[config.mk]
export PLATFORM = sky130hd
export DESIGN_NAME = ram_arbiter_flat
export DESIGN_NICKNAME = d
export VERILOG_FILES = /design/src/rtl/ram_arbiter_pkg.sv /design/src/rtl/ram_arbiter_if.sv /design/src/rtl/ram_arbiter.sv /design/src/flat_wrapper.sv
export SDC_FILE = /design/constraint.sdc
export NUM_CORES = 1
export LEC_CHECK = 0
export BUFFER_PORTS_ARGS = -buffer_cell sky130_fd_sc_hd__buf_2
export CAP_MARGIN = 0
export CORE_ASPECT_RATIO = 0.7
export CORE_MARGIN = 5
export CORE_UTILIZATION = 51
export CTS_BUF_LIST = sky130_fd_sc_hd__clkbuf_8
export DETAILED_ROUTE_END_ITERATION = 8
export PLACE_DENSITY = 0.87
export SLEW_MARGIN = 10
export SYNTH_ARGS = -nofsm -noshare
export SYNTH_HDL_FRONTEND = slang
export SYNTH_SLANG_ARGS = --single-unit
[constraint.sdc]
create_clock -name clk -period 3.6 [get_ports clk]
set_input_delay 0.36 -clock clk [delete_from_list [all_inputs] [get_ports clk]]
set_output_delay 0.36 -clock clk [all_outputs]
set_load 0.02 [all_outputs]
[src/rtl/ram_arbiter_pkg.sv]
// Shared definitions for the two-requester RAM arbiter: FSM states, requester ids
// and the round-robin pick used when both requesters ask in the same cycle.
package ram_arbiter_pkg;

  localparam int unsigned DataWidth = 32;
  localparam int unsigned StrbWidth = DataWidth / 8;

  typedef enum logic [1:0] {
    StIdle  = 2'd0,
    StIssue = 2'd1,
    StResp  = 2'd2
  } arb_state_e;

  // Requester ids, also the encoding of the grant and last-grant registers
  localparam logic REQ_A = 1'b0;
  localparam logic REQ_B = 1'b1;

  // A lone requester always wins; on a tie the one not granted last time wins
  function automatic logic rr_pick(logic a_req, logic b_req, logic last);
    if (a_req && b_req) begin
      return (last == REQ_A) ? REQ_B : REQ_A;
    end
    return a_req ? REQ_A : REQ_B;
  endfunction

endpackage

[src/rtl/ram_arbiter_if.sv]
// Bus bundle for the arbiter: requester A and B handshakes plus the RAM port.
// slave is the arbiter's view, master is the requesters' and RAM's view.
interface ram_arbiter_if #(
  parameter int unsigned ADDR_WIDTH = 16
) ();
  import ram_arbiter_pkg::*;

  logic                  a_req;
  logic [31:0]           a_addr;
  logic [StrbWidth-1:0]  a_we;
  logic [DataWidth-1:0]  a_wdata;
  logic                  a_ack;
  logic [DataWidth-1:0]  a_rdata;

  logic                  b_req;
  logic [31:0]           b_addr;
  logic [StrbWidth-1:0]  b_we;
  logic [DataWidth-1:0]  b_wdata;
  logic                  b_ack;
  logic [DataWidth-1:0]  b_rdata;

  logic                  mem_en;
  logic [ADDR_WIDTH-1:0] mem_addr;
  logic [StrbWidth-1:0]  mem_we;
  logic [DataWidth-1:0]  mem_wdata;
  logic [DataWidth-1:0]  mem_rdata;

  modport slave (
    input  a_req, a_addr, a_we, a_wdata,
    input  b_req, b_addr, b_we, b_wdata,
    input  mem_rdata,
    output a_ack, a_rdata, b_ack, b_rdata,
    output mem_en, mem_addr, mem_we, mem_wdata
  );

  modport master (
    output a_req, a_addr, a_we, a_wdata,
    output b_req, b_addr, b_we, b_wdata,
    output mem_rdata,
    input  a_ack, a_rdata, b_ack, b_rdata,
    input  mem_en, mem_addr, mem_we, mem_wdata
  );

endinterface

[src/rtl/ram_arbiter.sv]
// Round-robin arbiter sharing one single-port RAM between requester A (CPU data)
// and requester B (loader/DMA). Each access takes IDLE -> ISSUE -> RESP.
module ram_arbiter
  import ram_arbiter_pkg::*;
#(
  parameter int unsigned ADDR_WIDTH = 16
) (
  input logic          clk,
  input logic          rst,
  ram_arbiter_if.slave bus
);

  arb_state_e            r_state;
  logic                  r_grant;
  logic                  r_last;
  logic                  r_mem_en;
  logic [ADDR_WIDTH-1:0] r_mem_addr;
  logic [StrbWidth-1:0]  r_mem_we;
  logic [DataWidth-1:0]  r_mem_wdata;
  logic                  r_a_ack;
  logic                  r_b_ack;
  logic [DataWidth-1:0]  r_a_rdata;
  logic [DataWidth-1:0]  r_b_rdata;

  logic                  w_any;
  logic                  w_pick;
  logic [ADDR_WIDTH-1:0] w_addr;
  logic [StrbWidth-1:0]  w_we;
  logic [DataWidth-1:0]  w_wdata;
  logic                  w_a_ack;
  logic                  w_b_ack;
  logic                  w_unused;

  // Byte-offset bits and bits above the RAM range are dropped (addresses alias)
  assign w_unused = ^{bus.a_addr[31:ADDR_WIDTH+2], bus.a_addr[1:0],
                      bus.b_addr[31:ADDR_WIDTH+2], bus.b_addr[1:0]};

  // Choose the winner and mux its request fields
  always_comb begin
    w_any  = bus.a_req | bus.b_req;
    w_pick = rr_pick(bus.a_req, bus.b_req, r_last);
    if (w_pick == REQ_A) begin
      w_addr  = bus.a_addr[ADDR_WIDTH+1:2];
      w_we    = bus.a_we;
      w_wdata = bus.a_wdata;
    end else begin
      w_addr  = bus.b_addr[ADDR_WIDTH+1:2];
      w_we    = bus.b_we;
      w_wdata = bus.b_wdata;
    end
  end

  // Arbitration FSM: IDLE grants and latches, ISSUE strobes the RAM, RESP acks
  always_ff @(posedge clk) begin
    if (rst) begin
      r_state     <= StIdle;
      r_grant     <= REQ_A;
      r_last      <= REQ_B;
      r_mem_en    <= 1'b0;
      r_mem_addr  <= '0;
      r_mem_we    <= '0;
      r_mem_wdata <= '0;
      r_a_ack     <= 1'b0;
      r_b_ack     <= 1'b0;
      r_a_rdata   <= '0;
      r_b_rdata   <= '0;
    end else begin
      r_a_ack <= 1'b0;
      r_b_ack <= 1'b0;
      unique case (r_state)
        StIdle: begin
          if (w_any) begin
            r_grant     <= w_pick;
            r_last      <= w_pick;
            r_mem_en    <= 1'b1;
            r_mem_addr  <= w_addr;
            r_mem_we    <= w_we;
            r_mem_wdata <= w_wdata;
            r_state     <= StIssue;
          end
        end
        StIssue: begin
          r_mem_en <= 1'b0;
          r_mem_we <= '0;
          r_a_ack  <= (r_grant == REQ_A);
          r_b_ack  <= (r_grant == REQ_B);
          r_state  <= StResp;
        end
        StResp: begin
          // Keep the returned word so rdata holds until this requester's next ack
          if (r_a_ack) r_a_rdata <= bus.mem_rdata;
          if (r_b_ack) r_b_rdata <= bus.mem_rdata;
          r_state <= StIdle;
        end
        default: r_state <= StIdle;
      endcase
    end
  end

  // Acks are masked by rst so a reset landing in RESP cancels the completion
  assign w_a_ack = r_a_ack & ~rst;
  assign w_b_ack = r_b_ack & ~rst;

  assign bus.a_ack     = w_a_ack;
  assign bus.b_ack     = w_b_ack;
  assign bus.a_rdata   = w_a_ack ? bus.mem_rdata : r_a_rdata;
  assign bus.b_rdata   = w_b_ack ? bus.mem_rdata : r_b_rdata;
  assign bus.mem_en    = r_mem_en;
  assign bus.mem_addr  = r_mem_addr;
  assign bus.mem_we    = r_mem_we;
  assign bus.mem_wdata = r_mem_wdata;

endmodule

[src/flat_wrapper.sv]
// flat-port wrapper written by rule: the top's interface ports become plain ports
module ram_arbiter_flat import ram_arbiter_pkg::*;
#(
  parameter int unsigned ADDR_WIDTH = 16
)
  (clk, rst, bus_a_req, bus_a_addr, bus_a_we, bus_a_wdata, bus_b_req, bus_b_addr, bus_b_we, bus_b_wdata, bus_mem_rdata, bus_a_ack, bus_a_rdata, bus_b_ack, bus_b_rdata, bus_mem_en, bus_mem_addr, bus_mem_we, bus_mem_wdata);
  ram_arbiter_if #(.ADDR_WIDTH(ADDR_WIDTH)) bus_i ();
  input logic clk;
  input logic rst;
  input wire logic [$bits(bus_i.a_req)-1:0] bus_a_req;
  input wire logic [$bits(bus_i.a_addr)-1:0] bus_a_addr;
  input wire logic [$bits(bus_i.a_we)-1:0] bus_a_we;
  input wire logic [$bits(bus_i.a_wdata)-1:0] bus_a_wdata;
  input wire logic [$bits(bus_i.b_req)-1:0] bus_b_req;
  input wire logic [$bits(bus_i.b_addr)-1:0] bus_b_addr;
  input wire logic [$bits(bus_i.b_we)-1:0] bus_b_we;
  input wire logic [$bits(bus_i.b_wdata)-1:0] bus_b_wdata;
  input wire logic [$bits(bus_i.mem_rdata)-1:0] bus_mem_rdata;
  output wire logic [$bits(bus_i.a_ack)-1:0] bus_a_ack;
  output wire logic [$bits(bus_i.a_rdata)-1:0] bus_a_rdata;
  output wire logic [$bits(bus_i.b_ack)-1:0] bus_b_ack;
  output wire logic [$bits(bus_i.b_rdata)-1:0] bus_b_rdata;
  output wire logic [$bits(bus_i.mem_en)-1:0] bus_mem_en;
  output wire logic [$bits(bus_i.mem_addr)-1:0] bus_mem_addr;
  output wire logic [$bits(bus_i.mem_we)-1:0] bus_mem_we;
  output wire logic [$bits(bus_i.mem_wdata)-1:0] bus_mem_wdata;
  assign bus_i.a_req = bus_a_req;
  assign bus_i.a_addr = bus_a_addr;
  assign bus_i.a_we = bus_a_we;
  assign bus_i.a_wdata = bus_a_wdata;
  assign bus_i.b_req = bus_b_req;
  assign bus_i.b_addr = bus_b_addr;
  assign bus_i.b_we = bus_b_we;
  assign bus_i.b_wdata = bus_b_wdata;
  assign bus_i.mem_rdata = bus_mem_rdata;
  assign bus_a_ack = bus_i.a_ack;
  assign bus_a_rdata = bus_i.a_rdata;
  assign bus_b_ack = bus_i.b_ack;
  assign bus_b_rdata = bus_i.b_rdata;
  assign bus_mem_en = bus_i.mem_en;
  assign bus_mem_addr = bus_i.mem_addr;
  assign bus_mem_we = bus_i.mem_we;
  assign bus_mem_wdata = bus_i.mem_wdata;
  ram_arbiter #(.ADDR_WIDTH(ADDR_WIDTH)) u_core (.clk(clk), .rst(rst), .bus(bus_i));
endmodule
==> run metrics, run 1 <==
status completed; CP bufs+invs 3; RSZ-0062 raised after global routing false; Worst Setup SP rst; layout cells sized above 1 42.7%; DR WL/cell 15.2 µm; Root Driver clkbuf_8; Antenna Nets Post-Route 0; Via density 5.16; top_reg_cell synth dfxtp_1; worst-path maximum fanout 63; most common cell after layout, fill and taps aside buf_2; VDD IR-drop max 307 µV; vias 5,470; R2R cell count 4; GR Util met3 5.12%; Yosys cell types 25; Setup WS post-layout 1.19 ns; Detail Placement HPWL 11,400 µm; RD Place Congestion 0.862; register area share after synthesis 44.0%; CTS Buffer Depth 2; r2r endpoint u_core.bus.mem_wdata[14]; # Post-CTS Setup Buffers 0; initial DRC count 320; Worst R2R Setup Slack 1.59 ns; vias in the first global route approximately 5,200; Critical Path AT 2.05 ns; Async SR Flop Fraction 0%; DRC 0; die width 135 µm; final period utilization 67.0%; setup tns final 0 ns; crit start category input port; CTS clk-pin slew, worst paths 0.08 ns; Final Max Slew Viols 0; crit path to bus_a_rdata[16]; Synth warnings 0; worst hold slack approximately 0.18 ns; starting density of the core 51.5%; Final Setup Violations 0; Stages on worst setup path 5; port bufs 258; number of flops mapped to enable cells by yosys 0; final layout net count 1,067; Synth Register Bits ~120; Fillers 915; Die ar. 0.0132 mm²; post-CTS sizing 0; CP required approximately 3.2 ns; syn avg cell area 8.40 µm²; final core utilization approximately two thirds; Worst setup EP type output port; CTS Buf Count 17; CP top delay family buffers and inverters; GRT Max-Usage Layer met2; pwr dens 464 mW/mm²; delay of the slowest critical-path stage 0.51 ns; hold buffers post-CTS 0; max_cap viols 0; CTS tree done; clk sinks 123; Ant. Diodes 0; Reg2Reg Launch Point u_core.r_state[1]; Peak Freq 415 MHz; worst hold path class input port to register; Tmin final 2.41 ns; H-tree levels 4; row cnt 32; DR pass1 iterations 5; most frequent cell on the critical path buf_4; antenna violations before repair 0; clk_skew 0.0121 ns; largest net degree at the start of global routing between 60 and 70; crit-path cells buf_4, nand2b_1, buf_4, mux2_2, buf_2; Mapped Nets 838; critical path type input port to output port; Pleak 3.36 nW; mapped cell area 0.00559 mm²; GR Util met1 30.6%; num ports 291; gr usage total 23.4%; core area between 0.01 and 0.015 mm²; Critical-path top delay cell buf_4; met2 usage 38.1%; Post-Route WL between 15,000 and 20,000 µm; clock latency at the later pin of the worst-skew pair 0.42 ns; GR Overflow Total 0; worst rel slew slack 18.7%; Worst-Margin Slew around 1.2 ns; Layout area overhead 29.8%; final hold vios 0; Die Ht 97.6 µm; most frequent cells in the layout buf_2 (257), nand2_1 (179), dfxtp_1 (123); pre-CTS WS between 1 and 1.5 ns; global-route wire length before repair roughly 25,000 µm; Mapped Cells between 600 and 700
-- synthesized netlist by cell type (8+ instances only) --
master | n | area, µm²
nand2_1 | 180 | 676
dfxtp_1 | 123 | 2460
a21oi_1 | 91 | 455
mux2_2 | 64 | 721
nor2_1 | 55 | 206
a211oi_1 | 47 | 353
buf_2 | 23 | 115
clkbuf_1 | 22 | 82.6
a21oi_2 | 20 | 175
buf_6 | 8 | 90.1
-- layer usage --
layer / vias up / routed length (µm) / part of all wire [%]
li1: 2709 / - / -
met1: 2528 / 7170 / 44
met2: 204 / 7660 / 48
met3: 29 / 974 / 6.0
met4: 0 / 301 / 1.9
met5: - / 0 / 0
-- sequential cells by signal (all words and copies together) (netlist names), 2 cells and up --
name	flops
u_core.bus.mem_addr	16
u_core.bus.mem_wdata	32
u_core.bus.mem_we	4
u_core.r_a_rdata	32
u_core.r_b_rdata	32
u_core.r_state	2
-- tightest hold or removal path, cell delays in order --
cell and delay [ns]:
buf_2 0.09, nand2_1 0.04, a211oi_1 0.05
-- cell type report --
cell class                      instances  area (µm²)  share of cell area (%)
Clock inverter                         15         198                    2.72
Clock buffer                           17         234                    3.22
Inverter                                2        7.51                   0.103
Timing Repair Buffer                  266        1350                    18.7
Tap cell                              153         191                    2.64
Multi-Input combinational cell        485        2810                    38.7
Sequential cell                       123        2460                    33.9
-- how the worst min path moves through the flow --
stage | from | end | cells past startpoint
floorplan | u_core.r_grant | u_core.r_a_ack | 1
global placement | u_core.r_grant | u_core.r_a_ack | 1
detailed placement | u_core.r_grant | u_core.r_a_ack | 1
CTS | bus_a_addr[2] | u_core.bus.mem_addr[0] | 3
global route | bus_a_addr[3] | u_core.bus.mem_addr[1] | 3
finish | bus_a_addr[2] | u_core.bus.mem_addr[0] | 3
-- stage by stage --
step | cells | instance area (µm²) | power [mW]
final | 1061 | 7260 | 3.37
after global routing | 1061 | 7260 | 3.51
after CTS | 1061 | 7260 | 3.39
after detailed placement | 1029 | 6830 | 2.08
after global placement | 1029 | 6830 | 2.07
after floorplan | 666 | 5590 | 1.86
-- cell families (layout without fill, tap and decap cells) --
| group | count (synthesis) | count (layout) | share of synthesized area [%] |
|---|---|---|---|
| muxes | 68 | 68 | 13.6 |
| DFF | 123 | 123 | 44.0 |
| and+or+nand+nor | 253 | 253 | 17.9 |
| AOI/OAI and AO/OA | 164 | 164 | 18.5 |
| buffers and inverters | 58 | 300 | 5.95 |
-- power by group --
group          internal [mW]  total (mW)  leakage, nW  switching [mW]
registers               1.44        1.47         1.00          0.0370
clock network          0.754        1.32        0.206           0.562
logic                  0.215       0.576         2.15           0.361
No activity file was read; power rests on OpenSTA's default activity.
==> inputs of run 2 (changes only) <==
--- a/config.mk
+++ b/config.mk
@@ -9,10 +9,10 @@
 export CAP_MARGIN = 0
 export CORE_ASPECT_RATIO = 0.7
 export CORE_MARGIN = 5
-export CORE_UTILIZATION = 51
+export CORE_UTILIZATION = 47
 export CTS_BUF_LIST = sky130_fd_sc_hd__clkbuf_8
 export DETAILED_ROUTE_END_ITERATION = 8
-export PLACE_DENSITY = 0.87
+export PLACE_DENSITY = 0.81
 export SLEW_MARGIN = 10
 export SYNTH_ARGS = -nofsm -noshare
 export SYNTH_HDL_FRONTEND = slang
==> constraint.sdc (replaced) <==
create_clock -name clk -period 2.3 [get_ports clk]
set_input_delay 0.23 -clock clk [delete_from_list [all_inputs] [get_ports clk]]
set_output_delay 0.23 -clock clk [all_outputs]
set_load 0.02 [all_outputs]
==> run metrics, run 2 (synthesized netlist as in run 1, its figures left out) <==
status completed; DRC 0; worst hold path class input port to register; row cnt 33; clock latency at the later pin of the worst-skew pair 0.43 ns; CTS Buffer Depth 2; Tmin final 1.93 ns; Worst Setup SP u_core.r_b_ack; setup tns final 0 ns; layout cells sized above 1 43.2%; Antenna Nets Post-Route 0; starting density of the core between 40% and 50%; die width 140 µm; initial DRC count 265; Post-Route WL ~16,000 µm; Via density 5.16; clk_skew 0.0157 ns; Detail Placement HPWL 11,400 µm; H-tree levels 4; pwr dens 698 mW/mm²; worst-path maximum fanout 33; Die ar. 0.0142 mm²; final layout net count 1,073; Peak Freq 519 MHz; Ant. Diodes 0; post-CTS sizing 0; DR pass1 iterations 5; DR WL/cell 15.1 µm; total power 5.12 mW; GR Overflow Total 0; vias in the first global route 5,226; most common cell after layout, fill and taps aside buf_2; gr usage total 21.9%; Fillers 1,021; Layout area overhead 31.2%; Root Driver clkbuf_8; antenna violations before repair 0; worst rel slew slack 65.1%; Die Ht between 100 and 150 µm; RD Place Congestion 0.828; critical path type register to output port; vias 5,529; max_cap viols 0; Worst-Margin Slew around 0.52 ns; port bufs 258; CTS tree done; largest net degree at the start of global routing 95; Hold Startpoint bus_a_wdata[2]; core area approximately 0.012 mm²; num ports 291; Final Setup Violations 0; most frequent cells in the layout buf_2 (257), nand2_1 (179), dfxtp_1 (123); RSZ-0062 raised after global routing false; Reg2Reg Launch Point u_core.r_last; Final Max Slew Viols 0; clk sinks 123; hold buffers post-CTS 0; CP required 2.07 ns; crit start category register; # Post-CTS Setup Buffers 0; final period utilization 83.7%; VDD IR-drop max 349 µV; placed cell area 0.00695 mm²; final hold vios 0; CTS Buf Count 17; Critical Path AT 1.70 ns; global-route wire length before repair 25,500 µm; Worst setup EP type output port; Pleak about 3.4 nW; CTS clk-pin slew, worst paths 0.08 ns; Finished Cell Area 0.00734 mm²
## run 2: cell types whose count changed in the layout (fill, tap and decap cells not counted), moves of 2 or more
cell and change:
bufinv_16 -2, buf_12 +5, clkinvlp_4 -3, clkinv_4 +3
## run 2: final cells by class
| type | instances | area (µm²) | area share (%) |
|---|---|---|---|
| flip-flops and latches | 123 | 2460 | 33.5 |
| well taps | 157 | 196 | 2.68 |
| clock inverters | 14 | 146 | 1.99 |
| repair buffers | 272 | 1460 | 19.9 |
| clock buffers | 18 | 248 | 3.38 |
| multi-input cells | 485 | 2820 | 38.4 |
| inverters | 2 | 7.51 | 0.102 |
## run 2: critical path, cell delays in order (launching register included)
cell	delay, ns
dfxtp_1	0.34
nor2b_4	0.16
buf_12	0.22
mux2_2	0.37
buf_2	0.17
## run 2: routing by layer
metal	part of all wire (%)	vias to the layer above	wire length (µm)	global-route usage, %
met3	6.4	23	1030	5.05
met2	48	188	7830	35.6
li1	-	2731	-	-
met1	44	2587	7110	28.9
met4	1.5	0	237	7.89
met5	0	-	0	0
## run 2: metrics by stage
step           util, %  hold slack [ns]  instances  setup slack, ns
2_1_floorplan        -            0.366        666            0.738
5_1_grt           62.8           0.0171       1071            0.281
3_5_place_dp      59.4            0.425       1039            0.536
4_1_cts           62.8           0.0148       1071            0.344
3_3_place_gp      59.4            0.421       1039            0.524
6_report          62.8           0.0421       1071            0.375
## run 2: power by group
group          internal [mW]  switching (mW)  leakage [nW]
Clock                  0.994           0.897         0.201
Combinational          0.357           0.566          2.20
Sequential              2.25          0.0619          1.00
## run 2: worst paths after layout
| path | to | slack (ns) | depth (start not counted) |
|---|---|---|---|
| min reg2reg | u_core.r_a_ack | 0.44 | 1 |
| max reg2reg | u_core.bus.mem_wdata[22] | 0.62 | 5 |
| max | bus_b_rdata[2] | 0.37 | 4 |
| min | u_core.bus.mem_wdata[2] | 0.04 | 3 |
